**config.mk**
```make
export PLATFORM = sky130hd
export DESIGN_NAME = ll_cmd_scheduler_flat
export DESIGN_NICKNAME = d
export VERILOG_FILES = /design/src/rtl/ll_cmd_scheduler_if.sv /design/src/rtl/ll_cmd_scheduler.sv /design/src/flat_wrapper.sv
export SDC_FILE = /design/constraint.sdc
export NUM_CORES = 1
export LEC_CHECK = 0
export ABC_AREA = 1
export CAP_MARGIN = 20
export CORE_MARGIN = 10
export CORE_UTILIZATION = 34
export DETAILED_ROUTE_END_ITERATION = 12
export PLACE_DENSITY = 0.79
export SYNTH_ARGS = -nofsm -noshare
export SYNTH_HDL_FRONTEND = slang
export SYNTH_SLANG_ARGS = --single-unit
```
**constraint.sdc**
```tcl
create_clock -name clk_i -period 2.2 [get_ports clk_i]
set_clock_uncertainty 0.1 [all_clocks]
set_input_delay 0.44 -clock clk_i [delete_from_list [all_inputs] [get_ports clk_i]]
set_output_delay 0.44 -clock clk_i [all_outputs]
set_load 0.1 [all_outputs]
```
**src/rtl/ll_cmd_scheduler_if.sv**
```systemverilog
// Requester-side and engine-side signal bundle for ll_cmd_scheduler.
// The scheduler connects through the slave modport; the environment through master.
interface ll_cmd_scheduler_if #(
    parameter int N_REQ = 4,
    parameter int KEY_W = 32,
    parameter int PTR_W = 10
);
    logic [N_REQ-1:0]       req_valid_i;
    logic [N_REQ-1:0]       req_ready_o;
    logic [N_REQ*KEY_W-1:0] req_key_i;
    logic [N_REQ*2-1:0]     req_opcode_i;
    logic [N_REQ*PTR_W-1:0] req_head_ptr_i;
    logic [N_REQ-1:0]       req_head_ptr_val_i;
    logic [N_REQ-1:0]       res_valid_o;
    logic [N_REQ-1:0]       res_ready_i;
    logic [KEY_W-1:0]       res_key_o;
    logic [1:0]             res_opcode_o;
    logic [2:0]             res_rescode_o;
    logic [2:0]             res_chain_state_o;
    logic                   ll_cmd_valid_o;
    logic                   ll_cmd_ready_i;
    logic [KEY_W-1:0]       ll_cmd_key_o;
    logic [1:0]             ll_cmd_opcode_o;
    logic [PTR_W-1:0]       ll_cmd_head_ptr_o;
    logic                   ll_cmd_head_ptr_val_o;
    logic                   ll_res_valid_i;
    logic                   ll_res_ready_o;
    logic [KEY_W-1:0]       ll_res_key_i;
    logic [1:0]             ll_res_opcode_i;
    logic [2:0]             ll_res_rescode_i;
    logic [2:0]             ll_res_chain_state_i;
    logic                   clear_req_i;
    logic                   clear_ram_run_o;
    logic                   clear_ram_done_i;
    logic                   busy_o;
    logic                   timeout_o;

    modport slave (
        input  req_valid_i, req_key_i, req_opcode_i,
        input  req_head_ptr_i, req_head_ptr_val_i, res_ready_i,
        input  ll_cmd_ready_i, ll_res_valid_i, ll_res_key_i,
        input  ll_res_opcode_i, ll_res_rescode_i, ll_res_chain_state_i,
        input  clear_req_i, clear_ram_done_i,
        output req_ready_o, res_valid_o, res_key_o, res_opcode_o,
        output res_rescode_o, res_chain_state_o,
        output ll_cmd_valid_o, ll_cmd_key_o, ll_cmd_opcode_o,
        output ll_cmd_head_ptr_o, ll_cmd_head_ptr_val_o,
        output ll_res_ready_o, clear_ram_run_o, busy_o, timeout_o
    );

    modport master (
        output req_valid_i, req_key_i, req_opcode_i,
        output req_head_ptr_i, req_head_ptr_val_i, res_ready_i,
        output ll_cmd_ready_i, ll_res_valid_i, ll_res_key_i,
        output ll_res_opcode_i, ll_res_rescode_i, ll_res_chain_state_i,
        output clear_req_i, clear_ram_done_i,
        input  req_ready_o, res_valid_o, res_key_o, res_opcode_o,
        input  res_rescode_o, res_chain_state_o,
        input  ll_cmd_valid_o, ll_cmd_key_o, ll_cmd_opcode_o,
        input  ll_cmd_head_ptr_o, ll_cmd_head_ptr_val_o,
        input  ll_res_ready_o, clear_ram_run_o, busy_o, timeout_o
    );
endinterface

```
**src/rtl/ll_cmd_scheduler.sv**
```systemverilog
// Round-robin front end sharing one linked-list engine between N_REQ clients.
// One command in flight, RAM clear sequencing, and a result watchdog.
module ll_cmd_scheduler #(
    parameter int N_REQ   = 4,
    parameter int KEY_W   = 32,
    parameter int PTR_W   = 10,
    parameter int TIMEOUT = 1024
) (
    input  logic clk_i,
    input  logic rst_i,
    ll_cmd_scheduler_if.slave bus
);
    localparam int IDX_W = (N_REQ > 1) ? $clog2(N_REQ) : 1;
    localparam int WD_W  = $clog2(TIMEOUT);

    typedef enum logic [2:0] {
        CLR_RUN,
        CLR_WAIT,
        IDLE,
        ISSUE,
        WAIT_RES
    } state_t;

    state_t           state;
    logic [IDX_W-1:0] rr_ptr;
    logic [IDX_W-1:0] gnt_id;
    logic [WD_W-1:0]  wd_cnt;
    logic [KEY_W-1:0] cmd_key;
    logic [1:0]       cmd_opcode;
    logic [PTR_W-1:0] cmd_head_ptr;
    logic             cmd_head_ptr_val;

    logic             pick_found;
    logic [IDX_W-1:0] pick_idx;
    logic [IDX_W:0]   scan_idx;
    logic [IDX_W-1:0] next_rr;
    logic             in_idle;
    logic             in_wait;
    logic             accept;
    logic             res_hs;
    logic             wd_fire;
    logic             res_ready_int;
    logic [N_REQ-1:0] req_ready;
    logic [N_REQ-1:0] res_valid;

    // Round-robin pick: first valid requester at or after rr_ptr.
    always_comb begin
        pick_found = 1'b0;
        pick_idx   = '0;
        scan_idx   = '0;
        for (int k = 0; k < N_REQ; k++) begin
            scan_idx = {1'b0, rr_ptr} + (IDX_W+1)'(k);
            if (scan_idx >= (IDX_W+1)'(N_REQ))
                scan_idx = scan_idx - (IDX_W+1)'(N_REQ);
            if (!pick_found && bus.req_valid_i[scan_idx[IDX_W-1:0]]) begin
                pick_found = 1'b1;
                pick_idx   = scan_idx[IDX_W-1:0];
            end
        end
    end

    assign next_rr = (pick_idx == IDX_W'(N_REQ-1)) ? '0 : pick_idx + 1'b1;

    // Outputs are decoded from registered state and held low while in reset.
    assign in_idle = (state == IDLE) && !rst_i;
    assign in_wait = (state == WAIT_RES) && !rst_i;
    assign accept  = in_idle && !bus.clear_req_i && pick_found;

    assign res_hs  = bus.ll_res_valid_i && bus.res_ready_i[gnt_id];
    assign wd_fire = in_wait && (wd_cnt == WD_W'(TIMEOUT-1)) && !res_hs;
    assign res_ready_int = in_wait && (bus.res_ready_i[gnt_id] || wd_fire);

    // One-hot accept pulse and result-valid steering toward the granted client.
    always_comb begin
        req_ready = '0;
        res_valid = '0;
        if (accept)
            req_ready[pick_idx] = 1'b1;
        if (in_wait)
            res_valid[gnt_id] = bus.ll_res_valid_i;
    end

    assign bus.req_ready_o       = req_ready;
    assign bus.res_valid_o       = res_valid;
    assign bus.res_key_o         = in_wait ? bus.ll_res_key_i : '0;
    assign bus.res_opcode_o      = in_wait ? bus.ll_res_opcode_i : '0;
    assign bus.res_rescode_o     = in_wait ? bus.ll_res_rescode_i : '0;
    assign bus.res_chain_state_o = in_wait ? bus.ll_res_chain_state_i : '0;
    assign bus.ll_res_ready_o    = res_ready_int;

    assign bus.ll_cmd_valid_o        = (state == ISSUE) && !rst_i;
    assign bus.ll_cmd_key_o          = cmd_key;
    assign bus.ll_cmd_opcode_o       = cmd_opcode;
    assign bus.ll_cmd_head_ptr_o     = cmd_head_ptr;
    assign bus.ll_cmd_head_ptr_val_o = cmd_head_ptr_val;

    assign bus.clear_ram_run_o = (state == CLR_RUN) && !rst_i;
    assign bus.busy_o          = (state != IDLE) && !rst_i;
    assign bus.timeout_o       = wd_fire;

    // Scheduler FSM: clear sequencing, grant, issue, result wait and watchdog.
    always_ff @(posedge clk_i) begin
        if (rst_i) begin
            state            <= CLR_RUN;
            rr_ptr           <= '0;
            gnt_id           <= '0;
            wd_cnt           <= '0;
            cmd_key          <= '0;
            cmd_opcode       <= '0;
            cmd_head_ptr     <= '0;
            cmd_head_ptr_val <= 1'b0;
        end else begin
            unique case (state)
                CLR_RUN: state <= CLR_WAIT;
                CLR_WAIT: begin
                    if (bus.clear_ram_done_i)
                        state <= IDLE;
                end
                IDLE: begin
                    if (bus.clear_req_i) begin
                        state <= CLR_RUN;
                    end else if (pick_found) begin
                        cmd_key          <= bus.req_key_i[pick_idx*KEY_W +: KEY_W];
                        cmd_opcode       <= bus.req_opcode_i[pick_idx*2 +: 2];
                        cmd_head_ptr     <= bus.req_head_ptr_i[pick_idx*PTR_W +: PTR_W];
                        cmd_head_ptr_val <= bus.req_head_ptr_val_i[pick_idx];
                        gnt_id           <= pick_idx;
                        rr_ptr           <= next_rr;
                        state            <= ISSUE;
                    end
                end
                ISSUE: begin
                    if (bus.ll_cmd_ready_i) begin
                        wd_cnt <= '0;
                        state  <= WAIT_RES;
                    end
                end
                WAIT_RES: begin
                    if (wd_fire)
                        state <= CLR_RUN;
                    else if (bus.ll_res_valid_i && res_ready_int)
                        state <= IDLE;
                    else
                        wd_cnt <= wd_cnt + 1'b1;
                end
                default: state <= CLR_RUN;
            endcase
        end
    end
endmodule

```
**src/flat_wrapper.sv**
```systemverilog
// flat-port wrapper written by rule: the top's interface ports become plain ports
module ll_cmd_scheduler_flat 
#(
    parameter int N_REQ   = 4,
    parameter int KEY_W   = 32,
    parameter int PTR_W   = 10,
    parameter int TIMEOUT = 1024
)
  (clk_i, rst_i, bus_req_valid_i, bus_req_key_i, bus_req_opcode_i, bus_req_head_ptr_i, bus_req_head_ptr_val_i, bus_res_ready_i, bus_ll_cmd_ready_i, bus_ll_res_valid_i, bus_ll_res_key_i, bus_ll_res_opcode_i, bus_ll_res_rescode_i, bus_ll_res_chain_state_i, bus_clear_req_i, bus_clear_ram_done_i, bus_req_ready_o, bus_res_valid_o, bus_res_key_o, bus_res_opcode_o, bus_res_rescode_o, bus_res_chain_state_o, bus_ll_cmd_valid_o, bus_ll_cmd_key_o, bus_ll_cmd_opcode_o, bus_ll_cmd_head_ptr_o, bus_ll_cmd_head_ptr_val_o, bus_ll_res_ready_o, bus_clear_ram_run_o, bus_busy_o, bus_timeout_o);
  ll_cmd_scheduler_if #(.N_REQ(N_REQ), .KEY_W(KEY_W), .PTR_W(PTR_W)) bus_i ();
  input  logic clk_i;
  input  logic rst_i;
  input wire logic [$bits(bus_i.req_valid_i)-1:0] bus_req_valid_i;
  input wire logic [$bits(bus_i.req_key_i)-1:0] bus_req_key_i;
  input wire logic [$bits(bus_i.req_opcode_i)-1:0] bus_req_opcode_i;
  input wire logic [$bits(bus_i.req_head_ptr_i)-1:0] bus_req_head_ptr_i;
  input wire logic [$bits(bus_i.req_head_ptr_val_i)-1:0] bus_req_head_ptr_val_i;
  input wire logic [$bits(bus_i.res_ready_i)-1:0] bus_res_ready_i;
  input wire logic [$bits(bus_i.ll_cmd_ready_i)-1:0] bus_ll_cmd_ready_i;
  input wire logic [$bits(bus_i.ll_res_valid_i)-1:0] bus_ll_res_valid_i;
  input wire logic [$bits(bus_i.ll_res_key_i)-1:0] bus_ll_res_key_i;
  input wire logic [$bits(bus_i.ll_res_opcode_i)-1:0] bus_ll_res_opcode_i;
  input wire logic [$bits(bus_i.ll_res_rescode_i)-1:0] bus_ll_res_rescode_i;
  input wire logic [$bits(bus_i.ll_res_chain_state_i)-1:0] bus_ll_res_chain_state_i;
  input wire logic [$bits(bus_i.clear_req_i)-1:0] bus_clear_req_i;
  input wire logic [$bits(bus_i.clear_ram_done_i)-1:0] bus_clear_ram_done_i;
  output wire logic [$bits(bus_i.req_ready_o)-1:0] bus_req_ready_o;
  output wire logic [$bits(bus_i.res_valid_o)-1:0] bus_res_valid_o;
  output wire logic [$bits(bus_i.res_key_o)-1:0] bus_res_key_o;
  output wire logic [$bits(bus_i.res_opcode_o)-1:0] bus_res_opcode_o;
  output wire logic [$bits(bus_i.res_rescode_o)-1:0] bus_res_rescode_o;
  output wire logic [$bits(bus_i.res_chain_state_o)-1:0] bus_res_chain_state_o;
  output wire logic [$bits(bus_i.ll_cmd_valid_o)-1:0] bus_ll_cmd_valid_o;
  output wire logic [$bits(bus_i.ll_cmd_key_o)-1:0] bus_ll_cmd_key_o;
  output wire logic [$bits(bus_i.ll_cmd_opcode_o)-1:0] bus_ll_cmd_opcode_o;
  output wire logic [$bits(bus_i.ll_cmd_head_ptr_o)-1:0] bus_ll_cmd_head_ptr_o;
  output wire logic [$bits(bus_i.ll_cmd_head_ptr_val_o)-1:0] bus_ll_cmd_head_ptr_val_o;
  output wire logic [$bits(bus_i.ll_res_ready_o)-1:0] bus_ll_res_ready_o;
  output wire logic [$bits(bus_i.clear_ram_run_o)-1:0] bus_clear_ram_run_o;
  output wire logic [$bits(bus_i.busy_o)-1:0] bus_busy_o;
  output wire logic [$bits(bus_i.timeout_o)-1:0] bus_timeout_o;
  assign bus_i.req_valid_i = bus_req_valid_i;
  assign bus_i.req_key_i = bus_req_key_i;
  assign bus_i.req_opcode_i = bus_req_opcode_i;
  assign bus_i.req_head_ptr_i = bus_req_head_ptr_i;
  assign bus_i.req_head_ptr_val_i = bus_req_head_ptr_val_i;
  assign bus_i.res_ready_i = bus_res_ready_i;
  assign bus_i.ll_cmd_ready_i = bus_ll_cmd_ready_i;
  assign bus_i.ll_res_valid_i = bus_ll_res_valid_i;
  assign bus_i.ll_res_key_i = bus_ll_res_key_i;
  assign bus_i.ll_res_opcode_i = bus_ll_res_opcode_i;
  assign bus_i.ll_res_rescode_i = bus_ll_res_rescode_i;
  assign bus_i.ll_res_chain_state_i = bus_ll_res_chain_state_i;
  assign bus_i.clear_req_i = bus_clear_req_i;
  assign bus_i.clear_ram_done_i = bus_clear_ram_done_i;
  assign bus_req_ready_o = bus_i.req_ready_o;
  assign bus_res_valid_o = bus_i.res_valid_o;
  assign bus_res_key_o = bus_i.res_key_o;
  assign bus_res_opcode_o = bus_i.res_opcode_o;
  assign bus_res_rescode_o = bus_i.res_rescode_o;
  assign bus_res_chain_state_o = bus_i.res_chain_state_o;
  assign bus_ll_cmd_valid_o = bus_i.ll_cmd_valid_o;
  assign bus_ll_cmd_key_o = bus_i.ll_cmd_key_o;
  assign bus_ll_cmd_opcode_o = bus_i.ll_cmd_opcode_o;
  assign bus_ll_cmd_head_ptr_o = bus_i.ll_cmd_head_ptr_o;
  assign bus_ll_cmd_head_ptr_val_o = bus_i.ll_cmd_head_ptr_val_o;
  assign bus_ll_res_ready_o = bus_i.ll_res_ready_o;
  assign bus_clear_ram_run_o = bus_i.clear_ram_run_o;
  assign bus_busy_o = bus_i.busy_o;
  assign bus_timeout_o = bus_i.timeout_o;
  ll_cmd_scheduler #(.N_REQ(N_REQ), .KEY_W(KEY_W), .PTR_W(PTR_W), .TIMEOUT(TIMEOUT)) u_core (.clk_i(clk_i), .rst_i(rst_i), .bus(bus_i));
endmodule
```
==> flow_summary.yaml <==
outcome:
  status: "finished with violations"
  violations: "setup timing"
power_and_ir_drop:
  p_leak_nw: 5.33
  power.density_nw_per_um2: 906
  total_power_w: 0.0104
  irDropWorstVdd_mv: 0.584
cells_and_area:
  fin_nets: 1567
  fin_area_um2: 11400
  final_common_cell: "nand2_1"
  mostFrequentLayoutCells: "nand2_1, clkdlybuf4s50_1, inv_1"
  drive_gt1_frac: 0.293
  area_growth_pct: 119
flow_run:
  maxCapViolCount: 0
placement:
  pre_cts_ws_ns: -0.599
  place.port_buffers: 331
  placed_area_um2: 9950
  routabilityCongestion: 0.874
  place_hpwl_mm: 19.2
yosys:
  synthCells: 927
  async_flop_share: 0
  ys_top_cells_by_area: "dfxtp_1, nand2_1, inv_1, nand3_1, nor2_1"
  synth_area_per_cell_um2: 5.64
  ys_ff_latch: 62
  netlist.area_leader.share: 0.238
  ys_seq_area_frac: 0.238
  synth_ff_type: "dfxtp_1"
  synth_warnings: 0
  synth-edff-count: 0
  synth_cell_type_count: 37
  yosysTopAreaCell: "dfxtp_1"
  netlist_area_um2: 5220
  syn_nets: 1166
timing:
  fmax_mhz: 364
  finalHoldViolCount: 0
  tightestPinTransition_ns: 0.482
  report.final.slew_viol_count: 0
  holdWs_ns: 0.420
  period_needed_ns: 2.75
  grt_setup_unrepaired: "yes"
  worst_slack_ns: -0.548
  min_period_over_period: 1.25
  relSlewSlack: 0.679
  finalSetupViolCount: 92
  setup_tns_ns: -15.08
clock_network:
  cts_num_sinks: 62
  clockBufferDepth: 2
  cts_tree: "yes"
  ctsHoldBuffers: 0
  h-tree-depth: 3
  cts_root_buf: "clkbuf_16"
  numCtsBuffers: 9
  clk_pin_slew_ns: 0.06
  clk-insertion-delay-late_ns: 0.35
setup_path:
  critPathRequiredTime_ns: 1.66
  crit_type: "register to output port"
  start_kind: "register"
  cp_max_fo: 8
  crit_arrival_ns: 2.21
  end_kind: "output port"
die:
  initial_core_util: 0.345
  io_pins: 332
  die_x_um: 144
  die_area_um2: 20700
  core_area_um2: 15100
  die_y_um: 144
  rows: 45
global_routing:
  grt_use_total: 0.247
  grt_max_degree: 51
  grt_pass1_wl_mm: 39.8
  grt_antenna_before_repair: 2
  grt_pass1_vias: 7463
  grt_overflow: 0
drt:
  drt-initial-drc-count: 431
  vias: 7559
  final_antenna_net_count: 0
  via_per_inst: 4.96
  drt-total-wl_mm: 28.8
  first_pass_iters: 5
  wl_per_cell_um: 18.9
  drc_errors: 0
hold_path:
  min-delay-path-class: "register to register"
## metal layers
metal | up-vias | global-route usage | share of wire
met2 | 347 | 0.438 | 0.51
met5 | - | 0 | 0
met1 | 3489 | 0.263 | 0.37
li1 | 3658 | - | -
met3 | 65 | 0.0756 | 0.082
met4 | 0 | 0.106 | 0.033
## Yosys cell counts (2+ instances only)
master,number
nand2_1,277
inv_1,163
nand3_1,120
nor2_1,100
dfxtp_1,62
nand3b_1,24
a21oi_1,23
o211ai_1,22
or2_1,22
buf_2,18
clkbuf_1,17
nor3_1,10
buf_6,8
ha_1,5
nor2_4,5
o21ai_0,5
xor2_1,5
buf_4,4
nand2_2,4
nand4_1,4
inv_2,3
nand3_2,3
nor2_2,3
o21ai_1,3
and2_1,2
buf_1,2
nand2_4,2
o21bai_1,2
## area by class of cell
type	instances	area, um2
fillers	1062	3710
flip-flops and latches	62	1270
diodes	2	5.00
well taps	188	235
inverters	167	678
multi-input cells	648	3840
repair buffers	440	5070
clock inverters	6	91.3
clock buffers	10	250
## state kept, by name, summed over array words and instances, names as in the netlist
name / cells
u_core.wd_cnt: 10
u_core.bus.ll_cmd_head_ptr_o: 10
u_core.bus.ll_cmd_opcode_o: 2
u_core.bus.ll_cmd_head_ptr_val_o: 1
u_core.rr_ptr: 2
u_core.gnt_id: 2
u_core.state: 3
u_core.bus.ll_cmd_key_o: 32
## through the flow
| stage | cells | utilization |
|---|---|---|
| finish | 1523 | 0.755 |
| global placement | 1448 | 0.657 |
| CTS | 1504 | 0.731 |
| floorplan | 927 | - |
| detailed placement | 1448 | 0.657 |
| global route | 1523 | 0.755 |
## power breakdown
part           switching, W  internal [W]  leakage, nW
sequential         0.000162       0.00135        0.509
clock              0.000611       0.00107        0.168
combinational       0.00435       0.00283         4.65
## critical path, stage by stage, from the launching register on
cell     delay, ns
dfxtp_4       0.38
inv_6         0.09
nand2_1       0.05
nand2_1       0.13
nand2_1       0.11
nand2_2       0.12
nor2_2        0.06
nor2_2        0.16
nand2_4       0.10
nand2_8       0.11
buf_6         0.11
ha_4          0.12
inv_2         0.04
nor2_4        0.09
buf_12        0.18
## timing repair
item,CTS,global route
pin swaps,25,39
buffers inserted,29,20
setup endpoints to repair,97,106
gates cloned,12,5
gates resized for setup,65,73
## kinds of logic after synthesis
logic type | after synthesis | synth area share
AND/OR/NAND/NOR | 577 | 0.494
adder cells (fa/ha/maj) | 5 | 0.0120
flip-flops | 62 | 0.238
AO/OA/AOI/OAI | 61 | 0.0728
buffers and inverters | 217 | 0.175
XOR/XNOR | 5 | 0.00838
## worst paths after layout
path | cells after the start | endpoint | start | slack, ns
worst max-delay path | 14 | bus_req_ready_o[0] | u_core.rr_ptr[0] | -0.55
worst min-delay path | 2 | u_core.wd_cnt[3] | u_core.wd_cnt[3] | 0.42
worst max register to register | 19 | u_core.bus.ll_cmd_key_o[13] | u_core.rr_ptr[0] | -0.32
worst min register to register | 2 | u_core.wd_cnt[3] | u_core.wd_cnt[3] | 0.42
No activity file was read; power rests on OpenSTA's default activity.
